**src/rtl/record_pkg.sv**
```systemverilog
// Shared types and defaults for the record-digit conversion path.
package record_pkg;

   localparam int REC_BIN_W   = 24;
   localparam int REC_NDIG    = 7;
   localparam int REC_MAX_VAL = 9999999;
   localparam int REC_CNT_W   = $clog2(REC_BIN_W + 1);

   typedef logic [3:0] bcd_nibble_t;

   typedef enum logic [1:0] {
      IDLE,
      SHIFT,
      COMMIT
   } rec_state_t;

endpackage

```
**src/rtl/bcd_dabble_step.sv**
```systemverilog
// One shift-add-3 step: correct every nibble >= 5 by +3, then shift in one bit.
module bcd_dabble_step
   import record_pkg::*;
#(
   parameter int NDIG = REC_NDIG
) (
   input  logic [NDIG*4-1:0] acc,
   input  logic              bit_in,
   output logic [NDIG*4-1:0] acc_next
);

   // NOTE: every variable gets a value before any branch, so no latch is inferred.
   always_comb begin
      bcd_nibble_t fixed;
      logic        carry;
      acc_next = '0;
      carry    = bit_in;
      for (int i = 0; i < NDIG; i++) begin
         fixed = acc[i*4 +: 4];
         if (fixed >= 4'd5) begin
            fixed = fixed + 4'd3;
         end
         acc_next[i*4 +: 4] = {fixed[2:0], carry};
         carry = fixed[3];
      end
   end

endmodule

```
**src/rtl/record_bcd_latch.sv**
```systemverilog
// Latches a binary record, converts it to BCD serially and publishes the digits
// only once the conversion is complete.
module record_bcd_latch
   import record_pkg::*;
#(
   parameter int BIN_W   = REC_BIN_W,
   parameter int NDIG    = REC_NDIG,
   parameter int MAX_VAL = REC_MAX_VAL
) (
   input  logic             clk,
   input  logic             rst,
   input  logic             rec_valid,
   input  logic [BIN_W-1:0] rec_value,
   input  logic             rec_clear,
   output logic             busy,
   output logic             has_record,
   output logic [3:0]       led1,
   output logic [3:0]       led2,
   output logic [3:0]       led3,
   output logic [3:0]       led4,
   output logic [3:0]       led5,
   output logic [3:0]       led6,
   output logic [3:0]       led7
);

   localparam int CNT_W = $clog2(BIN_W + 1);
   localparam int ACC_W = NDIG * 4;

   rec_state_t       state, state_next;
   logic [BIN_W-1:0] bin_sr;
   logic [ACC_W-1:0] bcd_acc;
   logic [ACC_W-1:0] bcd_step;
   logic [ACC_W-1:0] shown;
   logic [CNT_W-1:0] bit_cnt;
   logic [BIN_W-1:0] sat_value;
   logic             last_step;

   assign sat_value = (rec_value > BIN_W'(MAX_VAL)) ? BIN_W'(MAX_VAL) : rec_value;
   assign last_step = (bit_cnt == CNT_W'(BIN_W - 1));

   bcd_dabble_step #(.NDIG(NDIG)) u_step (
      .acc      (bcd_acc),
      .bit_in   (bin_sr[BIN_W-1]),
      .acc_next (bcd_step)
   );

   always_comb begin
      state_next = state;
      unique case (state)
         IDLE:    if (rec_valid) state_next = SHIFT;
         SHIFT:   if (last_step) state_next = COMMIT;
         COMMIT:  state_next = IDLE;
         default: state_next = IDLE;
      endcase
      if (rec_clear) begin
         state_next = IDLE;
      end
   end

   // NOTE: sequential state uses non-blocking assignments so all registers update together.
   always_ff @(posedge clk) begin
      if (rst) begin
         state <= IDLE;
      end else begin
         state <= state_next;
      end
   end

   // Working registers and the displayed digits share one abort path: a clear
   // throws away any partial result so it can never be committed.
   always_ff @(posedge clk) begin
      if (rst || rec_clear) begin
         bin_sr     <= '0;
         bcd_acc    <= '0;
         bit_cnt    <= '0;
         shown      <= '0;
         has_record <= 1'b0;
      end else begin
         unique case (state)
            IDLE: begin
               if (rec_valid) begin
                  bin_sr  <= sat_value;
                  bcd_acc <= '0;
                  bit_cnt <= '0;
               end
            end
            SHIFT: begin
               bcd_acc <= bcd_step;
               bin_sr  <= bin_sr << 1;
               bit_cnt <= bit_cnt + CNT_W'(1);
            end
            COMMIT: begin
               shown      <= bcd_acc;
               has_record <= 1'b1;
            end
            default: ;
         endcase
      end
   end

   assign busy = (state != IDLE);
   assign led1 = shown[3:0];
   assign led2 = shown[7:4];
   assign led3 = shown[11:8];
   assign led4 = shown[15:12];
   assign led5 = shown[19:16];
   assign led6 = shown[23:20];
   assign led7 = shown[27:24];

endmodule

```
**config.mk**
```make
export PLATFORM = sky130hd
export DESIGN_NAME = record_bcd_latch
export DESIGN_NICKNAME = d
export VERILOG_FILES = /design/src/rtl/record_pkg.sv /design/src/rtl/bcd_dabble_step.sv /design/src/rtl/record_bcd_latch.sv
export SDC_FILE = /design/constraint.sdc
export NUM_CORES = 1
export LEC_CHECK = 0
export ABC_CLOCK_PERIOD_IN_PS = 2050
export BUFFER_PORTS_ARGS = -buffer_cell sky130_fd_sc_hd__clkbuf_2
export CAP_MARGIN = 30
export CELL_PAD_IN_SITES_DETAIL_PLACEMENT = 0
export CELL_PAD_IN_SITES_GLOBAL_PLACEMENT = 2
export CORE_UTILIZATION = 34
export DETAILED_ROUTE_END_ITERATION = 10
export PLACE_DENSITY = 0.83
export SLEW_MARGIN = 20
export SYNTH_ARGS = -nofsm -noshare
export SYNTH_HDL_FRONTEND = slang
export SYNTH_HIERARCHICAL = 1
export SYNTH_SLANG_ARGS = --single-unit
```
**constraint.sdc**
```tcl
create_clock -name clk -period 2.05 [get_ports clk]
set_input_delay 0.205 -clock clk [delete_from_list [all_inputs] [get_ports clk]]
set_output_delay 0.205 -clock clk [all_outputs]
set_load 0.01 [all_outputs]
```
---- After elaboration in Yosys (flattened, before gate mapping) ----
Index checks and enable logic that the tools add are counted.
cells by class
  reduce and logical (&&, ||, !) cells .... 7
  $add $sub $neg .......................... 8
  order comparisons ....................... 8
  eq/ne operators ......................... 5
  muxes and demuxes ....................... 17
operators with widths
  operator                                                                count
  28-bit one-hot mux with 2 select lines                                  1
  24-bit two-way mux                                                      2
  24-bit one-hot mux with 2 select lines                                  1
  4-bit by 3-bit >= comparator with 1-bit output (second input constant)  7
  28-bit two-way mux                                                      1
  4-bit by 2-bit adder with 4-bit output (second input constant)          6
  24-bit > comparator (second input constant)                             1
  4-bit two-way mux                                                       6
  5-bit one-hot mux with 2 select lines                                   1
  5-bit by 1-bit adder with 5-bit output (second input constant)          1
  5-bit equality test (second input constant)                             1
  5-bit two-way mux                                                       1
  2-bit two-way mux                                                       2
  2-bit inequality test (second input constant)                           2
  2-bit one-hot mux with 2 select lines                                   1
  2-bit AND reduction                                                     2
  2-bit nonzero test                                                      2
  3-bit by 2-bit adder with 3-bit output (second input constant)          1
  3-bit two-way mux                                                       1
  2-bit by 1-bit equality test with 1-bit output (second input constant)  1
  2-bit equality test (second input constant)                             1
  2-bit logical NOT                                                       1
  2-bit OR reduction                                                      1
  1-bit logical OR                                                        1
word-level totals
  output and inout port bits .............. 30
  logic and storage cells ................. 51
  bits of input ports ..................... 28
  register bits ........................... 88

---- Longest topological paths before layout ----
  word-level depth ........................ 4
  depth in mapped cells ................... 7
  mapped depth without buffers ............ 6

---- By module ----
The synthesis kept the hierarchy.
by module, submodules not included
  module            sequential area each (µm²)  area an instance (µm²)  cells each  times used
  record_bcd_latch  1,761.7                     3,387.0                 371         1
  bcd_dabble_step   0.0                         696.9                   109         1

---- Least setup slack after synthesis ----
Ideal clock, no wire load.
  path kind ............................... reg-to-reg
  start ................................... reg state[1]
  end ..................................... reg bit_cnt[4]
  arrival ................................. 1.400 ns
  buffers on the path ..................... 3
  setup slack ............................. 0.536 ns
  clock period less this slack ............ 1.514 ns
  required time ........................... 1.935 ns
  cell stages (with the launch flop) ...... 8
  setup time .............................. 0.115 ns
  path through ............................ dfxtp_1 -> clkbuf_1 -> nor2b_1 -> clkbuf_1 -> buf_2 -> nand4_1 -> and3_1 -> o21a_1
between the ends
  longest elaborated chain between the ends .. 3
  elaborated cells on any way between the ends .. 6
  classes of those cells .................. 2 x eq/ne; 1 x mux; 3 x reduce/logical
ends and longest elaborated chain
  element                                                                                     RTL line                RTL
  from (decl)                                                                                 record_bcd_latch.sv:29  rec_state_t state, state_next;
  from (signal assigned)                                                                      record_bcd_latch.sv:65  state <= state_next;
  2-bit by 1-bit equality test with 1-bit output / 2-bit logical NOT (equally long branches)  record_bcd_latch.sv:79  unique case (state)
  2-bit nonzero test (no source line) / 2-bit inequality test (equally long branches)         n/a
  2-bit AND reduction (no source line)                                                        n/a
  to (signal assigned)                                                                        record_bcd_latch.sv:90  bit_cnt <= bit_cnt + CNT_W'(1);
  to (decl)                                                                                   record_bcd_latch.sv:34  logic [CNT_W-1:0] bit_cnt;
Several ways; a longest one is shown, not always the timed one.
A chain may end at the register's enable or synchronous reset.

---- Worst setup path in the final report ----
  start ................................... reg state[0]
  end ..................................... reg bit_cnt[4]
Same word-level chain as after synthesis.

==> results by group <==
Run
  • Max_cap viols: 0

Critical path
  • Crit-path max FO: 34
  • CP cell instances: nor2b_2 > buf_4 > nand4_1 > and3_1 > o21a_1
  • Setup slack on the worst flop-to-flop path: 0.38 ns
  • Worst path required time: 2.28 ns
  • Critical path capture point type: register
  • Crit path arrival time: 1.90 ns
  • CP Launch Type: register
  • Setup CP Type: register to register
  • Worst flop-to-flop path endpoint: bit_cnt[4]
  • Register-to-Register Path Depth: 5
  • CP max stage delay: 0.51 ns
  • R2r startpoint: state[0]
  • Slowest-stage cell, CP: dfxtp_1

Synth
  • Cells after Synth: 480
  • Warnings, synthesis: 6
  • FFs w/ async S/R, synth: 0%
  • Synth top area share: 43.14%
  • Main synth FF type: dfxtp_1
  • Seq/Total Area, Yosys: 43.14%
  • Synth area leaders: dfxtp_1 (43%), nand2_1 (8.6%), a22o_1 (6.2%), ha_1 (4.6%), a21oi_1 (4.0%)
  • Mapped cell area: ~0.0041 mm²
  • Syn Area/Cell: 8.508 µm²
  • Number of distinct library cells after synthesis: 48
  • Register bit total from synthesis: 88
  • Mapped Nets: 523
  • Synth area leader: dfxtp_1
  • Post-synth EDFFs: 0

Final layout
  • Area growth from synthesis to layout: 18.35%
  • Final #Nets: 573
  • Finished Cell Area: about 0.0048 mm²
  • Non-Filler Instances: 678
  • Fillers: 1,163
  • N_diodes: 0
  • Share of layout cells above drive strength 1: about a fifth

Run status
  • Outcome: complete, but fails checks
  • Failing checks: DRC

Routing
  • Via density per instance: 5.069
  • DRT Wirelength: 9.176 mm
  • Via count: ~3.4k
  • Residual DRC: 7
  • Detail Route Antenna Nets: 0
  • Routed len/inst: 13.53 µm
  • 1st-iter DRT viols: 230
  • Initial DRT Pass Iterations: 11

Placed design
  • Placed cells: 662
  • RD Place Congestion: about 0.8
  • Hpwl dp: ~6.3 mm
  • Port Buffer Count: 57
  • Placed Area: roughly 0.0045 mm²

Worst hold path
  • WHS Endpoint: bin_sr[18]
  • Hold WC Path Type: primary input to register
  • Hold Startpoint: rec_value[18]
  • Min-Delay Path Depth: 3

CTS
  • Post-CTS setup buffer count: 0
  • Post-CTS Resized: 0
  • Worst-Skew Late Latency: ~0.33 ns
  • Max clock buf depth: 2
  • CTS Hold Bufs: 0
  • Clock slew at reported path FFs: 0.06 ns
  • Total CTS buffers: 9
  • Sink Count: 88
  • H-tree Lvls: 3
  • TritonCTS clock tree: done
  • CTS root buf: clkbuf_16

Timing
  • Worst hold slack: approximately 0.13 ns
  • F_max: between 500 and 600 MHz
  • RSZ-0062 raised after global routing: no
  • Max_slew headroom: 71.31%
  • Final Hold Viols: 0
  • Final setup viols: 0
  • Clock Skew: ~0.0036 ns
  • Pins over their slew limit: 0
  • Final period demand of the worst path: 1.672 ns
  • Period utilisation layout: 81.56%
  • Fin Setup TNS: 0 ns
  • Least-Margin Pin Slew: 0.4299 ns

Global routing
  • Antenna violations before repair: 0
  • Grt ovf: 0
  • Vias in the first global route: 3,199
  • First-pass GRT wire length: about 16 mm
  • Largest net degree at the start of global routing: 35
  • GRT Util Overall: 15.53%

Pwr
  • IR Drop Worst-Case VDD: around 0.35 mV
  • Power per cell area: 775.1 mW/mm²
  • Leakage power: between 1.5 and 2 nW
  • Total Power: 3.746 mW

Die
  • Row cnt: 39
  • Die height: 111.6 µm
  • Die Area: approximately 0.012 mm²
  • Core Area: 0.01156 mm²
  • IO Pins: 58
  • Initial Util: 35.31%
  • Die X: 111.6 µm
==> critical path: cells and delay by family, from the launching register on <==
kind | cells | cell delay, ns
buffers and inverters | 1 | 0.33
and+or+nand+nor | 3 | 0.56
DFF | 1 | 0.51
AOI/OAI and AO/OA | 1 | 0.17
==> report_power, final <==
part / internal (mW) / switching (mW) / total [mW]
sequential: 1.73 / 0.0123 / 1.74
clock: 1.10 / 0.688 / 1.79
combinational: 0.0784 / 0.133 / 0.211
total: 2.91 / 0.833 / 3.75
==> worst max path at each step <==
stage	start	end	cells after the start
5_1_grt	state[0]	bit_cnt[4]	5
4_1_cts	state[0]	bit_cnt[4]	5
3_5_place_dp	rec_value[14]	bin_sr[18]	5
3_3_place_gp	rec_value[14]	bin_sr[18]	5
2_1_floorplan	state[1]	bit_cnt[4]	7
6_report	state[0]	bit_cnt[4]	5
==> cell type report <==
class / instances / area, µm² / share of cell area (%)
inverter: 17 / 63.81 / 1.320
multi-input combinational: 346 / 2130 / 44.06
timing repair buffer: 68 / 367.9 / 7.611
clock buffer: 10 / 239.0 / 4.944
tap: 143 / 178.9 / 3.702
sequential: 88 / 1762 / 36.45
clock inverter: 6 / 92.59 / 1.916
==> sequential cells by signal (all words and copies together) (netlist names) <==
register    flops
bin_sr         24
bit_cnt         5
bcd_acc        28
state           2
shown          28
has_record      1
==> through the flow <==
step	setup slack, ns	utilization (%)
2_1_floorplan	0.5356	-
5_1_grt	0.2771	41.79
3_5_place_dp	0.3145	38.93
3_3_place_gp	0.3409	38.93
6_report	0.3779	41.79
4_1_cts	0.3846	41.79
==> placed cells by master, fill, tap and decap left out, drive strengths merged, types with 3 or more instances in the layout <==
cell type  count
clkbuf        67
o221ai         4
ha            15
dfxtp         88
a22oi         10
a32oi          6
and3           4
xnor2          7
nand2b        19
o21a           3
nand3          8
nor2          29
buf           11
inv           17
nand2         94
o22ai          8
o21ai         22
nor3          10
a21oi         40
a32o           6
a22o          29
mux2i          7
==> synthesized netlist by cell type (3+ instances only) <==
| cell type | number |
|---|---|
| clkbuf_1 | 15 |
| o21a_1 | 3 |
| a32o_1 | 6 |
| o221ai_1 | 4 |
| inv_1 | 17 |
| nand2b_1 | 19 |
| dfxtp_1 | 88 |
| a21oi_2 | 7 |
| o21ai_0 | 16 |
| nor2_1 | 27 |
| buf_2 | 9 |
| a32oi_1 | 6 |
| a21oi_1 | 33 |
| xnor2_1 | 7 |
| nand2_1 | 94 |
| o22ai_1 | 8 |
| a22oi_1 | 10 |
| mux2i_1 | 7 |
| o21ai_1 | 6 |
| a22o_1 | 29 |
| nor3_1 | 10 |
| nand3_1 | 8 |
| ha_1 | 15 |
==> routing by layer <==
layer	vias to the layer above	GRT usage (%)	wire, µm
met3	13	2.667	374
met1	1550	21.24	4669
li1	1793	-	-
met5	-	0	0
met4	0	6.216	155
met2	81	24.29	3975
==> logic make-up (layout without fill, tap and decap cells) <==
| logic type | count (synthesis) | count (layout) | share of synthesized area (%) |
|---|---|---|---|
| compound gates | 140 | 140 | 24.66 |
| simple gates | 177 | 177 | 19.42 |
| flops | 88 | 88 | 43.14 |
| xor+xnor | 7 | 7 | 1.501 |
| fa+ha+maj | 15 | 15 | 4.596 |
| mux | 7 | 7 | 1.716 |
| buf+inv | 46 | 101 | 4.963 |
Power figures use the tool's default switching activity.
